## src/rtl/dma_w_burst_ctrl_pkg.sv

```systemverilog
// Shared constants, AXI widths and FSM state encoding for the DMA write burst controller.
package dma_w_burst_ctrl_pkg;

    localparam int AXI_ADDR_W    = 32;
    localparam int AXI_LEN_W     = 8;
    localparam int DMA_BOUNDARY  = 4096;
    localparam int DMA_MAX_BURST = 256;
    // Wide enough to hold DMA_MAX_BURST itself.
    localparam int BEATS_W       = 9;

    typedef enum logic [2:0] {
        ST_IDLE  = 3'd0,
        ST_CALC  = 3'd1,
        ST_ISSUE = 3'd2,
        ST_DATA  = 3'd3,
        ST_WAIT  = 3'd4
    } dma_state_e;

endpackage

```

## src/rtl/dma_burst_calc.sv

```systemverilog
// Burst sizing: beats = min(remaining, max burst, beats left before the next 4 KB page).
module dma_burst_calc
    import dma_w_burst_ctrl_pkg::*;
#(
    parameter int CNT_W = 32,
    parameter int BYTES = 4
) (
    input  logic [11:0]        cur_addr,
    input  logic [CNT_W-1:0]   remaining,
    output logic [BEATS_W-1:0] beats
);

    localparam int OFF_W = (BYTES > 1) ? $clog2(BYTES) : 0;
    localparam int CMP_W = (CNT_W > 13) ? CNT_W : 13;

    logic [11:0]      page_off;
    logic [12:0]      room_beats;
    logic [12:0]      lim;
    logic [CMP_W-1:0] rem_x;
    logic [CMP_W-1:0] lim_x;

    always_comb begin
        page_off   = cur_addr & ~12'(BYTES - 1);
        room_beats = (13'(DMA_BOUNDARY) - {1'b0, page_off}) >> OFF_W;
        lim        = (room_beats > 13'(DMA_MAX_BURST)) ? 13'(DMA_MAX_BURST) : room_beats;
        rem_x      = CMP_W'(remaining);
        lim_x      = CMP_W'(lim);
        // When remaining is the smaller term it is below 257, so its low bits are exact.
        if (rem_x < lim_x) begin
            beats = remaining[BEATS_W-1:0];
        end else begin
            beats = lim[BEATS_W-1:0];
        end
    end

endmodule

```

## src/rtl/dma_w_burst_ctrl.sv

```systemverilog
// DMA write burst controller: splits a word-count transfer into page-safe bursts of up to 256 beats.
// Handshake: a transfer moves on a cycle where valid and ready are both high; valid never waits on ready.
module dma_w_burst_ctrl
    import dma_w_burst_ctrl_pkg::*;
#(
    parameter  int ADDR_W     = AXI_ADDR_W,
    parameter  int DMA_DATA_W = 32,
    parameter  int CNT_W      = 32,
    localparam int BYTES      = DMA_DATA_W / 8
) (
    input  logic                  clk,
    input  logic                  rst,
    input  logic                  start,
    input  logic [ADDR_W-1:0]     start_addr,
    input  logic [CNT_W-1:0]      word_cnt,
    output logic                  busy,
    output logic                  done,
    output logic                  error,
    input  logic                  s_valid,
    output logic                  s_ready,
    input  logic [DMA_DATA_W-1:0] s_data,
    output logic                  valid,
    input  logic                  ready,
    output logic [ADDR_W-1:0]     addr,
    output logic [DMA_DATA_W-1:0] wdata,
    output logic [BYTES-1:0]      wstrb,
    output logic [AXI_LEN_W-1:0]  dma_len,
    input  logic                  dma_ready,
    input  logic                  dma_error,
    output dma_state_e            state_dbg
);

    localparam int OFF_W = (BYTES > 1) ? $clog2(BYTES) : 0;

    dma_state_e         state, state_nxt;
    logic [ADDR_W-1:0]  cur_addr;
    logic [CNT_W-1:0]   remaining;
    logic [BEATS_W-1:0] beats_r;
    logic [BEATS_W-1:0] beat_cnt;
    logic [BEATS_W-1:0] calc_beats;
    logic               beat_fire;
    logic               last_beat;

    dma_burst_calc #(
        .CNT_W (CNT_W),
        .BYTES (BYTES)
    ) u_calc (
        .cur_addr  (cur_addr[11:0]),
        .remaining (remaining),
        .beats     (calc_beats)
    );

    assign beat_fire = (state == ST_DATA) && s_valid && ready;
    assign last_beat = beat_fire && (beat_cnt == beats_r - 9'd1);
    assign busy      = (state != ST_IDLE);
    assign wdata     = s_data;
    assign wstrb     = '1;
    assign state_dbg = state;

    always_ff @(posedge clk or posedge rst) begin
        if (rst) begin
            state <= ST_IDLE;
        end else begin
            state <= state_nxt;
        end
    end

    always_comb begin
        state_nxt = state;
        valid     = 1'b0;
        s_ready   = 1'b0;
        case (state)
            ST_IDLE: begin
                if (start) state_nxt = ST_CALC;
            end
            ST_CALC: begin
                state_nxt = (remaining == '0) ? ST_IDLE : ST_ISSUE;
            end
            ST_ISSUE: begin
                valid = dma_ready;
                if (dma_ready) state_nxt = ST_DATA;
            end
            ST_DATA: begin
                valid   = s_valid;
                s_ready = ready;
                if (last_beat) state_nxt = ST_WAIT;
            end
            ST_WAIT: begin
                if (dma_ready) state_nxt = ST_CALC;
            end
            default: state_nxt = ST_IDLE;
        endcase
    end

    always_ff @(posedge clk or posedge rst) begin
        if (rst) begin
            cur_addr  <= '0;
            remaining <= '0;
            beats_r   <= '0;
            beat_cnt  <= '0;
            addr      <= '0;
            dma_len   <= '0;
            done      <= 1'b0;
            error     <= 1'b0;
        end else begin
            done <= 1'b0;
            case (state)
                ST_IDLE: begin
                    if (start) begin
                        cur_addr  <= start_addr & ~ADDR_W'(BYTES - 1);
                        remaining <= word_cnt;
                        error     <= 1'b0;
                    end
                end
                ST_CALC: begin
                    if (remaining == '0) begin
                        done <= 1'b1;
                    end else begin
                        beats_r <= calc_beats;
                        dma_len <= AXI_LEN_W'(calc_beats - 9'd1);
                        addr    <= cur_addr;
                    end
                end
                ST_ISSUE: begin
                    beat_cnt <= '0;
                end
                ST_DATA: begin
                    if (beat_fire) beat_cnt <= beat_cnt + 9'd1;
                    if (last_beat) begin
                        remaining <= remaining - CNT_W'(beats_r);
                        cur_addr  <= cur_addr + (ADDR_W'(beats_r) << OFF_W);
                    end
                end
                ST_WAIT: begin
                    if (dma_ready) error <= error | dma_error;
                end
                default: ;
            endcase
        end
    end

endmodule

```

## config.mk

```make
export PLATFORM = sky130hd
export DESIGN_NAME = dma_w_burst_ctrl
export DESIGN_NICKNAME = d
export VERILOG_FILES = /design/src/rtl/dma_w_burst_ctrl_pkg.sv /design/src/rtl/dma_burst_calc.sv /design/src/rtl/dma_w_burst_ctrl.sv
export SDC_FILE = /design/constraint.sdc
export NUM_CORES = 1
export LEC_CHECK = 0
export BUFFER_PORTS_ARGS = -buffer_cell sky130_fd_sc_hd__buf_4
export CORE_ASPECT_RATIO = 1.25
export CORE_MARGIN = 3
export CORE_UTILIZATION = 55
export DETAILED_ROUTE_END_ITERATION = 8
export HOLD_SLACK_MARGIN = 0.02
export PLACE_DENSITY = 0.84
export REMOVE_ABC_BUFFERS = 1
export SLEW_MARGIN = 30
export SYNTH_ARGS = -nofsm -noshare
export SYNTH_HDL_FRONTEND = slang
export SYNTH_SLANG_ARGS = --single-unit
export TNS_END_PERCENT = 10
```

## constraint.sdc

```tcl
create_clock -name clk -period 7.2 [get_ports clk]
set_clock_uncertainty 0.15 [all_clocks]
set_input_delay 1.08 -clock clk [delete_from_list [all_inputs] [get_ports clk]]
set_output_delay 1.08 -clock clk [all_outputs]
set_load 0.005 [all_outputs]
```

==> impl_metrics.csv, run 1 <==
group,metric,value,unit
clock_tree,clk_path_buf_depth,2,
global_route,grt-busiest-layer,"met2",
timing,fin_crit_sh,85.0,%
drt,viasPerCell,6.17,
power_and_ir_drop,p_leak,4.35,nW
global_route,use_met2,43.4,%
global_route,grt.met1_usage,34.8,%
timing,setup_viol,0,
synthesis,async_flop_share,100,%
clock_tree,clock_latency,0.43,ns
timing,hold_slack,0.323,ns
critical_path,crit_path_top_delay_cell,"a311oi_4",
global_route,grt_antenna_before_repair,0,
synthesis,seq_area_frac_synth,37.0,%
floorplanning,die_y,144,microns
placed_design,place.gp.congestion,0.922,
critical_path,arrival,6.28,ns
floorplanning,initial_utilization,57.1,%
drt,drt-total-wl,22600,microns
layout,drive_gt1_share,16.7,%
global_route,grt_overflow,0,
timing,rsz0062_at_grt,"no",
clock_tree,post_cts_buffers,0,
clock_tree,cts_root_buf,"clkbuf_16",
critical_path,cp_top_family,"compound AO/OA/AOI/OAI gates",
critical_path,worstPathMaxFanout,18,
layout,fillCellCount,1213,
placed_design,port_buffers,114,
critical_path,crit_path_end_kind,"register",
synthesis,synth_area_per_cell,8.25,sq um
critical_path,max_stage_delay,0.88,ns
global_route,grt.total_usage,27.4,%
clock_tree,hold_buffers,0,
critical_path,worstSetupPathType,"register to register",
layout,multi_input_area,4630,sq um
synthesis,yosys_warnings,0,
timing,finalHoldViolCount,0,
clock_tree,clk_pin_slew,0.06,ns
placed_design,place_ws,1.30,ns
clock_tree,cts_tree,"done",
clock_tree,numClockSinks,123,
layout,layout_commonest_cell,"nand2_1",
layout,layout.nets,1197,
job,cap_viol_max_count,0,
timing,setup_ws,1.08,ns
critical_path,crit_path_start_kind,"register",
layout,antennaDiodeCount,0,
timing,tightest_slew,0.993,ns
global_route,grt_pass1_vias,7291,
synthesis,dominantRegCellSynth,"dfrtp_1",
drt,vias,7713,
synthesis,synth_edf_count,0,
timing,finalSetupTns,0,ns
timing,min_period,6.12,ns
drt,ant_nets,0,
worst_hold_path,hp-class,"register to register",
critical_path,cpMostUsedCell,"ha_1",
critical_path,worst_ep_required_time,7.36,ns
synthesis,ys_ff_latch,123,
global_route,grtUsageMet3,8.85,%
layout,regArea,3080,sq um
power_and_ir_drop,powerDensity,477,nW/um^2
drt,drt_iter0_drc,493,
floorplanning,row_count,49,
drt,drc,0,
global_route,grt_max_degree,74,
floorplanning,core,14600,sq um
timing,slew_viol_final,0,
placed_design,dp_hpwl,15800,microns
layout,syn_to_final_growth,14.7,%
synthesis,syn-cell-area,8330,sq um
clock_tree,cts_resized,0,
layout,final_cell_mix,"nand2_1 (162), dfrtp_1 (123), buf_4 (121)",
clock_tree,htreeDepth,4,
critical_path,cp_cell_sequence,"inv_1, ha_1, nor4b_2, o2111ai_1, o211a_1, o41ai_4, and2_1, inv_1, ha_1, o21a_1, nor2_1, o221ai_1, a21oi_1, a311oi_4, nor2_1, a31oi_1, ha_1, nand2_1, or3_1, xor2_1, nor3_1, a21oi_1, o21ai_1",
power_and_ir_drop,ir_drop,0.000266,V
synthesis,syn-instance-count,1009,
floorplanning,io_pins,187,
drt,drt_pre_antenna_iters,5,
drt,wire_per_inst,18.1,microns
timing,max_freq,163,MHz
floorplanning,die_width,116,microns
timing,slew_headroom,33.8,%
synthesis,synth_cell_types,79,
global_route,grt_pass1_wl,35900,microns
outcome,status,"complete, no violations",
floorplanning,die_area,16700,sq um
critical_path,cp_num_buf_inv,2,
clock_tree,numCtsBuffers,17,
[layer usage]
metal | share of wire [%] | vias up
met3 | 8.1 | 56
met5 | 0.20 | -
met2 | 47 | 340
li1 | - | 3646
met1 | 41 | 3669
met4 | 2.9 | 2
[report_power, final]
group	switching [mW]	total, mW	internal (mW)
Clock	0.321	0.837	0.516
Sequential	0.378	1.36	0.983
Combinational	1.35	2.36	1.01
[cell usage after synthesis (all sizes together), types with 3 or more instances]
master | n | area (sq um)
nand2 | 163 | 614
dfrtp | 123 | 3080
a21oi | 80 | 400
nor2 | 77 | 292
o21ai | 68 | 340
buf | 51 | 350
clkbuf | 45 | 169
inv | 36 | 135
ha | 33 | 413
nor3 | 28 | 145
xnor2 | 27 | 236
nor4 | 18 | 113
and3 | 17 | 106
or3 | 15 | 98.8
xor2 | 15 | 131
a31oi | 14 | 87.6
nand3 | 14 | 70.1
o2bb2ai | 12 | 105
a211oi | 11 | 82.6
nor2b | 10 | 62.6
nand4 | 9 | 56.3
mux2i | 8 | 80.1
o21a | 8 | 60.1
a22oi | 7 | 52.6
and2 | 7 | 43.8
o22ai | 7 | 43.8
or2 | 7 | 43.8
or4 | 7 | 52.6
a21o | 6 | 45.0
a21boi | 5 | 41.3
a22o | 5 | 43.8
nand2b | 5 | 31.3
o41ai | 5 | 62.6
a31o | 4 | 35.0
nand3b | 4 | 30.0
o211ai | 4 | 30.0
o21bai | 4 | 30.0
o221ai | 4 | 35.0
and4 | 3 | 26.3
o22a | 3 | 26.3
o31ai | 3 | 22.5
[state kept, by name (all words and copies together) (netlist names)]
register   flops
addr          30
beat_cnt       9
state_dbg      3
dma_len        8
cur_addr      30
remaining     32
error          1
done           1
beats_r        9
[through the flow]
stage	instance area (sq um)	util [%]	power [mW]	std cells
2_1_floorplan	7830	-	2.97	919
4_1_cts	9550	65.4	4.54	1250
3_3_place_gp	8980	61.5	3.60	1218
3_5_place_dp	8980	61.5	3.68	1218
6_report	9550	65.5	4.56	1250
5_1_grt	9550	65.5	4.93	1250
[final timing paths]
kind	depth (start not counted)	start	slack (ns)	endpoint
hold / removal	2	dma_len[0]$_DFFE_PP0P_	0.32	dma_len[0]$_DFFE_PP0P_
hold reg to reg	2	dma_len[0]$_DFFE_PP0P_	0.32	dma_len[0]$_DFFE_PP0P_
max in group asynchronous	3	rst	5.15	cur_addr[4]$_DFFE_PP0P_
setup reg to reg	23	cur_addr[2]$_DFFE_PP0P_	1.08	dma_len[6]$_DFFE_PP0P_
setup / recovery	23	cur_addr[2]$_DFFE_PP0P_	1.08	dma_len[6]$_DFFE_PP0P_
min in group asynchronous	2	rst	0.61	addr[17]$_DFFE_PP0P_
[logic make-up (layout without fill, tap and decap cells)]
group / Yosys count / in the layout / synth area share (%)
fa+ha+maj: 35 / 35 / 5.44
flops: 123 / 123 / 37.0
mux: 10 / 10 / 1.28
other cells: 2 / 8 / 0.0902
xor+xnor: 42 / 42 / 4.42
buf+inv: 132 / 189 / 7.86
compound gates: 270 / 270 / 21.2
simple gates: 395 / 395 / 22.7
[layout make-up]
| cell class | count | share of cell area (%) |
|---|---|---|
| Sequential cell | 123 | 32.2 |
| Clock inverter | 11 | 1.26 |
| Timing Repair Buffer | 121 | 9.51 |
| Clock buffer | 21 | 4.72 |
| Tap cell | 178 | 2.33 |
| Inverter | 36 | 1.47 |
| Multi-Input combinational cell | 760 | 48.5 |
[worst register-to-register path, stage by stage (launching register included)]
cell and delay, ns:
dfrtp_1 0.48, inv_1 0.20, ha_1 0.28, nor4b_2 0.39
o2111ai_1 0.21, o211a_1 0.19, o41ai_4 0.69, and2_1 0.29
inv_1 0.06, ha_1 0.27, o21a_1 0.10, nor2_1 0.04
o221ai_1 0.13, a21oi_1 0.13, a311oi_4 0.88, nor2_1 0.10
a31oi_1 0.24, ha_1 0.27, nand2_1 0.12, or3_1 0.36
xor2_1 0.15, nor3_1 0.06, a21oi_1 0.15, o21ai_1 0.07
(Power assumes the default switching activity.)
==> inputs of run 2 (changes only) <==
--- a/config.mk
+++ b/config.mk
@@ -7,7 +7,6 @@
 export LEC_CHECK = 0
 export BUFFER_PORTS_ARGS = -buffer_cell sky130_fd_sc_hd__buf_4
 export CORE_ASPECT_RATIO = 1.25
-export CORE_MARGIN = 3
 export CORE_UTILIZATION = 55
 export DETAILED_ROUTE_END_ITERATION = 8
 export HOLD_SLACK_MARGIN = 0.02
==> impl_metrics.csv, run 2 (synthesis results as in run 1) <==
group,metric,value,unit
clock_tree,hold_buffers,0,
floorplanning,die_area,15600,sq um
critical_path,crit_path_top_delay_cell,"or4b_1",
timing,min_period,5.68,ns
layout,syn_to_final_growth,16.0,%
layout,stdcell_count,1253,
placed_design,place_area,9000,sq um
floorplanning,initial_utilization,57.1,%
clock_tree,cts_resized,0,
timing,setup_viol,0,
global_route,grt_pass1_wl,37900,microns
drt,wire_per_inst,18.6,microns
critical_path,reg2reg_setup_slack,1.52,ns
drt,drc,2,
drt,drt-total-wl,23300,microns
layout,final_core_util,66.2,%
global_route,grt.met1_usage,36.8,%
power_and_ir_drop,ir_drop,0.000255,V
power_and_ir_drop,powerDensity,489,nW/um^2
layout,drive_gt1_share,17.2,%
timing,finalHoldViolCount,0,
outcome,status,"finished, violations left",
floorplanning,io_pins,187,
layout,antennaDiodeCount,0,
layout,top_regs,"remaining: 32 flops, addr: 30 flops, cur_addr: 30 flops",
global_route,grt-busiest-layer,"met2",
critical_path,cp_num_buf_inv,3,
placed_design,post-place-cells,1221,
floorplanning,die_width,112,microns
global_route,grt_overflow,0,
layout,multi_input_area,4630,sq um
floorplanning,die_y,140,microns
global_route,grt.total_usage,30.5,%
timing,slew_viol_final,0,
drt,viasPerCell,6.26,
global_route,grtUsageMet3,9.45,%
drt,drt_iter0_drc,432,
timing,max_freq,176,MHz
layout,fillCellCount,1168,
clock_tree,clock_latency,0.42,ns
clock_tree,numCtsBuffers,17,
layout,final_area,9660,sq um
job,cap_viol_max_count,0,
critical_path,arrival,5.88,ns
floorplanning,row_count,49,
layout,largest_reg_flops,32,
critical_path,cp_cell_sequence,"inv_1, ha_1, or4b_1, a2111oi_0, o21ai_1, nor3_1, inv_1, ha_1, o21a_1, nor2_1, o221ai_1, a21oi_1, a311oi_4, buf_4, nor2_1, a31oi_1, ha_1, nand2_1, or3_1, xor2_1, nor3_1, a21oi_1, o21ai_1",
clock_tree,clk_pin_slew,0.07,ns
timing,hold_slack,0.326,ns
placed_design,dp_hpwl,15800,microns
clock_tree,cts_root_buf,"clkbuf_16",
global_route,grt_pass1_vias,7735,
critical_path,cpMostUsedCell,"ha_1",
drt,ant_nets,0,
outcome,failed_checks,"DRC",
clock_tree,htreeDepth,4,
layout,regMostFlops,"remaining",
drt,vias,7841,
critical_path,max_stage_delay,0.53,ns
layout,final_cell_mix,"nand2_1 (162), buf_4 (124), dfrtp_1 (123)",
placed_design,port_buffers,114,
timing,tightest_slew,0.820,ns
critical_path,cp_top_family,"simple AND/OR/NAND/NOR gates",
global_route,use_met2,49.7,%
clock_tree,clk_path_buf_depth,2,
timing,finalSetupTns,0,ns
critical_path,worst_ep_required_time,7.40,ns
critical_path,crit_path_start_kind,"register",
layout,regArea,3080,sq um
critical_path,crit_path_end_kind,"register",
timing,slew_headroom,45.4,%
layout,layout_commonest_cell,"nand2_1",
floorplanning,core,14600,sq um
worst_hold_path,hp-class,"register to register",
clock_tree,post_cts_buffers,0,
critical_path,worstSetupPathType,"register to register",
global_route,grt_antenna_before_repair,0,
global_route,grt_max_degree,71,
clock_tree,numClockSinks,123,
timing,rsz0062_at_grt,"no",
power_and_ir_drop,p_leak,4.41,nW
placed_design,place.gp.congestion,0.878,
drt,drt_pre_antenna_iters,9,
clock_tree,cts_tree,"done",
layout,layout.nets,1200,
critical_path,worstPathMaxFanout,18,
timing,fin_crit_sh,78.8,%
-- run 2: per-layer routing --
layer / vias up / wire (microns)
met4: 2 / 778
li1: 3651 / -
met1: 3749 / 9230
met3: 75 / 1930
met2: 364 / 11300
met5: - / 42
-- run 2: layout make-up --
type,count,share of cell area [%]
Multi-Input combinational cell,760,47.9
Sequential cell,123,31.9
Timing Repair Buffer,124,9.64
Clock buffer,17,4.40
Clock inverter,15,2.42
Tap cell,178,2.31
Inverter,36,1.43
-- run 2: tightest hold or removal path: cells and delay by family, from the launching register on --
kind | cells | cell delay [ns]
flops | 1 | 0.34
simple gates | 2 | 0.10
-- run 2: through the flow --
step                      power (mW)  setup slack, ns
after floorplan                 2.97             1.99
after global placement          3.60             1.74
after detailed placement        3.70             1.57
after CTS                       4.71             1.52
after global routing            5.09             1.09
final                           4.73             1.52
-- run 2: power breakdown --
part | internal [mW] | switching [mW]
Combinational | 1.02 | 1.37
Clock | 0.622 | 0.347
Sequential | 0.982 | 0.385
Total | 2.62 | 2.11
-- run 2: worst paths after layout --
| path | from | to | cells after the start |
|---|---|---|---|
| worst max-delay path | cur_addr[3]$_DFFE_PP0P_ | dma_len[6]$_DFFE_PP0P_ | 23 |
| worst min-delay path | addr[27]$_DFFE_PP0P_ | addr[27]$_DFFE_PP0P_ | 2 |
| worst max register to register | cur_addr[3]$_DFFE_PP0P_ | dma_len[6]$_DFFE_PP0P_ | 23 |
| worst min register to register | addr[27]$_DFFE_PP0P_ | addr[27]$_DFFE_PP0P_ | 2 |
| max in group asynchronous | rst | addr[31]$_DFFE_PP0P_ | 3 |
| min in group asynchronous | rst | addr[17]$_DFFE_PP0P_ | 2 |
==> inputs of run 3 (changes only) <==
--- a/config.mk
+++ b/config.mk
@@ -5,12 +5,13 @@
 export SDC_FILE = /design/constraint.sdc
 export NUM_CORES = 1
 export LEC_CHECK = 0
+export ABC_AREA = 1
 export BUFFER_PORTS_ARGS = -buffer_cell sky130_fd_sc_hd__buf_4
 export CORE_ASPECT_RATIO = 1.25
-export CORE_UTILIZATION = 55
+export CORE_UTILIZATION = 50
 export DETAILED_ROUTE_END_ITERATION = 8
 export HOLD_SLACK_MARGIN = 0.02
-export PLACE_DENSITY = 0.84
+export PLACE_DENSITY = 0.81
 export REMOVE_ABC_BUFFERS = 1
 export SLEW_MARGIN = 30
 export SYNTH_ARGS = -nofsm -noshare
==> constraint.sdc (replaced) <==
create_clock -name clk -period 4.9 [get_ports clk]
set_clock_uncertainty 0.15 [all_clocks]
set_input_delay 0.735 -clock clk [delete_from_list [all_inputs] [get_ports clk]]
set_output_delay 0.735 -clock clk [all_outputs]
set_load 0.005 [all_outputs]
==> impl_metrics.csv, run 3 <==
group,metric,value,unit
outcome,status,"complete, no violations",
global_route,grt_max_degree,91,
layout,top_regs,"remaining: 32 flops, addr: 30 flops, cur_addr: 30 flops",
drt,vias,7505,
timing,finalHoldViolCount,0,
global_route,grt-busiest-layer,"met2",
synthesis,synth.area.top_cells,"dfrtp_1 (38%), nand2_1 (9.8%), o21ai_0 (7.6%)",
timing,max_freq,265,MHz
global_route,grt_pass1_vias,7159,
placed_design,port_buffers,114,
clock_tree,clk_pin_slew,0.06,ns
layout,drive_gt1_share,16.2,%
global_route,use_met2,44.1,%
drt,drt_iter0_drc,336,
critical_path,cp_num_buf_inv,4,
synthesis,synth_edf_count,0,
layout,final_area,9510,sq um
synthesis,syn-cell-area,8110,sq um
placed_design,place_area,8890,sq um
drt,drc,0,
placed_design,post-place-cells,1351,
critical_path,cpMostUsedCell,"nand2_1",
synthesis,seq_area_frac_synth,38.0,%
clock_tree,htreeDepth,4,
layout,largest_reg_flops,32,
drt,drt-total-wl,21000,microns
timing,fin_crit_sh,77.1,%
layout,layout.nets,1296,
critical_path,cp_top_family,"simple AND/OR/NAND/NOR gates",
clock_tree,cts_root_buf,"clkbuf_16",
timing,setup_ws,1.12,ns
drt,drt_pre_antenna_iters,5,
global_route,grt.total_usage,26.8,%
timing,tightest_slew,0.889,ns
clock_tree,cts_tree,"done",
drt,viasPerCell,5.43,
drt,wire_per_inst,15.2,microns
synthesis,synth_cell_types,46,
timing,slew_viol_final,0,
synthesis,synth_area_per_cell,7.47,sq um
layout,final_core_util,60.6,%
synthesis,ys_ff_latch,123,
synthesis,yosys_warnings,0,
floorplanning,die_width,116,microns
synthesis,synth.most_common_cell,"nand2_1",
global_route,grtUsageMet3,7.96,%
global_route,grt_antenna_before_repair,0,
job,cap_viol_max_count,0,
power_and_ir_drop,powerDensity,716,nW/um^2
global_route,grt_overflow,0,
critical_path,arrival,3.94,ns
synthesis,synth_top_area_share,38.0,%
layout,stdcell_count,1383,
power_and_ir_drop,ir_drop,0.000298,V
global_route,grt.met1_usage,31.7,%
layout,syn_to_final_growth,17.3,%
clock_tree,hold_buffers,0,
timing,hold_slack,0.304,ns
critical_path,worst_ep_required_time,5.07,ns
layout,final_cell_mix,"nand2_1 (210), inv_1 (126), o21ai_0 (123), dfrtp_1 (123), buf_4 (119)",
placed_design,place.gp.congestion,0.889,
critical_path,max_stage_delay,0.41,ns
clock_tree,numClockSinks,123,
critical_path,crit_path_top_delay_cell,"dfrtp_1",
timing,slew_headroom,40.7,%
placed_design,dp_hpwl,15000,microns
clock_tree,cts_resized,0,
synthesis,dominantRegCellSynth,"dfrtp_1",
floorplanning,die_y,144,microns
critical_path,worstPathMaxFanout,11,
clock_tree,post_cts_buffers,0,
drt,ant_nets,0,
synthesis,post-synth-top-area-cell,"dfrtp_1",
floorplanning,row_count,51,
timing,min_period,3.78,ns
global_route,grt_pass1_wl,34300,microns
floorplanning,die_area,16700,sq um
timing,setup_viol,0,
worst_hold_path,hp-class,"input port to async pin",
timing,finalSetupTns,0,ns
clock_tree,clock_latency,0.43,ns
placed_design,place_ws,1.15,ns
power_and_ir_drop,p_leak,4.70,nW
layout,antennaDiodeCount,0,
layout,layout_commonest_cell,"nand2_1",
clock_tree,numCtsBuffers,17,
layout,regMostFlops,"remaining",
critical_path,crit_path_start_kind,"register",
synthesis,async_flop_share,100,%
synthesis,synthTopCellsByCount,"nand2_1 (211), inv_1 (127), dfrtp_1 (123), o21ai_0 (123), nor2_1 (106)",
critical_path,crit_path_end_kind,"register",
clock_tree,clk_path_buf_depth,2,
floorplanning,initial_utilization,51.6,%
timing,rsz0062_at_grt,"no",
power_and_ir_drop,power,6.80,mW
floorplanning,io_pins,187,
critical_path,worstSetupPathType,"register to register",
floorplanning,core,15700,sq um
synthesis,syn-instance-count,1086,
## run 3: final timing paths
kind | from | end | slack (ns) | cells after the start
worst max-delay path | cur_addr[3]$_DFFE_PP0P_ | dma_len[6]$_DFFE_PP0P_ | 1.12 | 29
worst min-delay path | rst | addr[30]$_DFFE_PP0P_ | 0.30 | 2
worst max register to register | cur_addr[3]$_DFFE_PP0P_ | dma_len[6]$_DFFE_PP0P_ | 1.12 | 29
worst min register to register | addr[3]$_DFFE_PP0P_ | addr[3]$_DFFE_PP0P_ | 0.33 | 2
max in group asynchronous | rst | cur_addr[12]$_DFFE_PP0P_ | 3.27 | 3
min in group clk | addr[3]$_DFFE_PP0P_ | addr[3]$_DFFE_PP0P_ | 0.33 | 2
## run 3: layer usage
metal | vias to the layer above | part of all wire, %
met4 | 0 | 3.4
met1 | 3542 | 41
met5 | - | 0
met3 | 48 | 6.4
met2 | 225 | 49
li1 | 3690 | -
## run 3: cells by family after synthesis
logic type,synth area share [%]
AND/OR/NAND/NOR,23.6
AO/OA/AOI/OAI,16.2
buffers and inverters,11.5
flip-flops,38.0
XOR/XNOR,4.75
adder cells (fa/ha/maj),5.59
other,0.0926
multiplexers,0.278
## run 3: cell type report
type	instances	area (sq um)
fillers	1447	6190
clock buffers	21	470
repair buffers	121	933
flip-flops and latches	123	3080
inverters	131	494
multi-input cells	764	4120
well taps	212	265
clock inverters	11	141
## run 3: power breakdown
| part | internal [mW] | total, mW | switching, mW |
|---|---|---|---|
| clock | 0.837 | 1.31 | 0.475 |
| sequential | 1.49 | 1.94 | 0.453 |
| combinational | 1.40 | 3.55 | 2.15 |
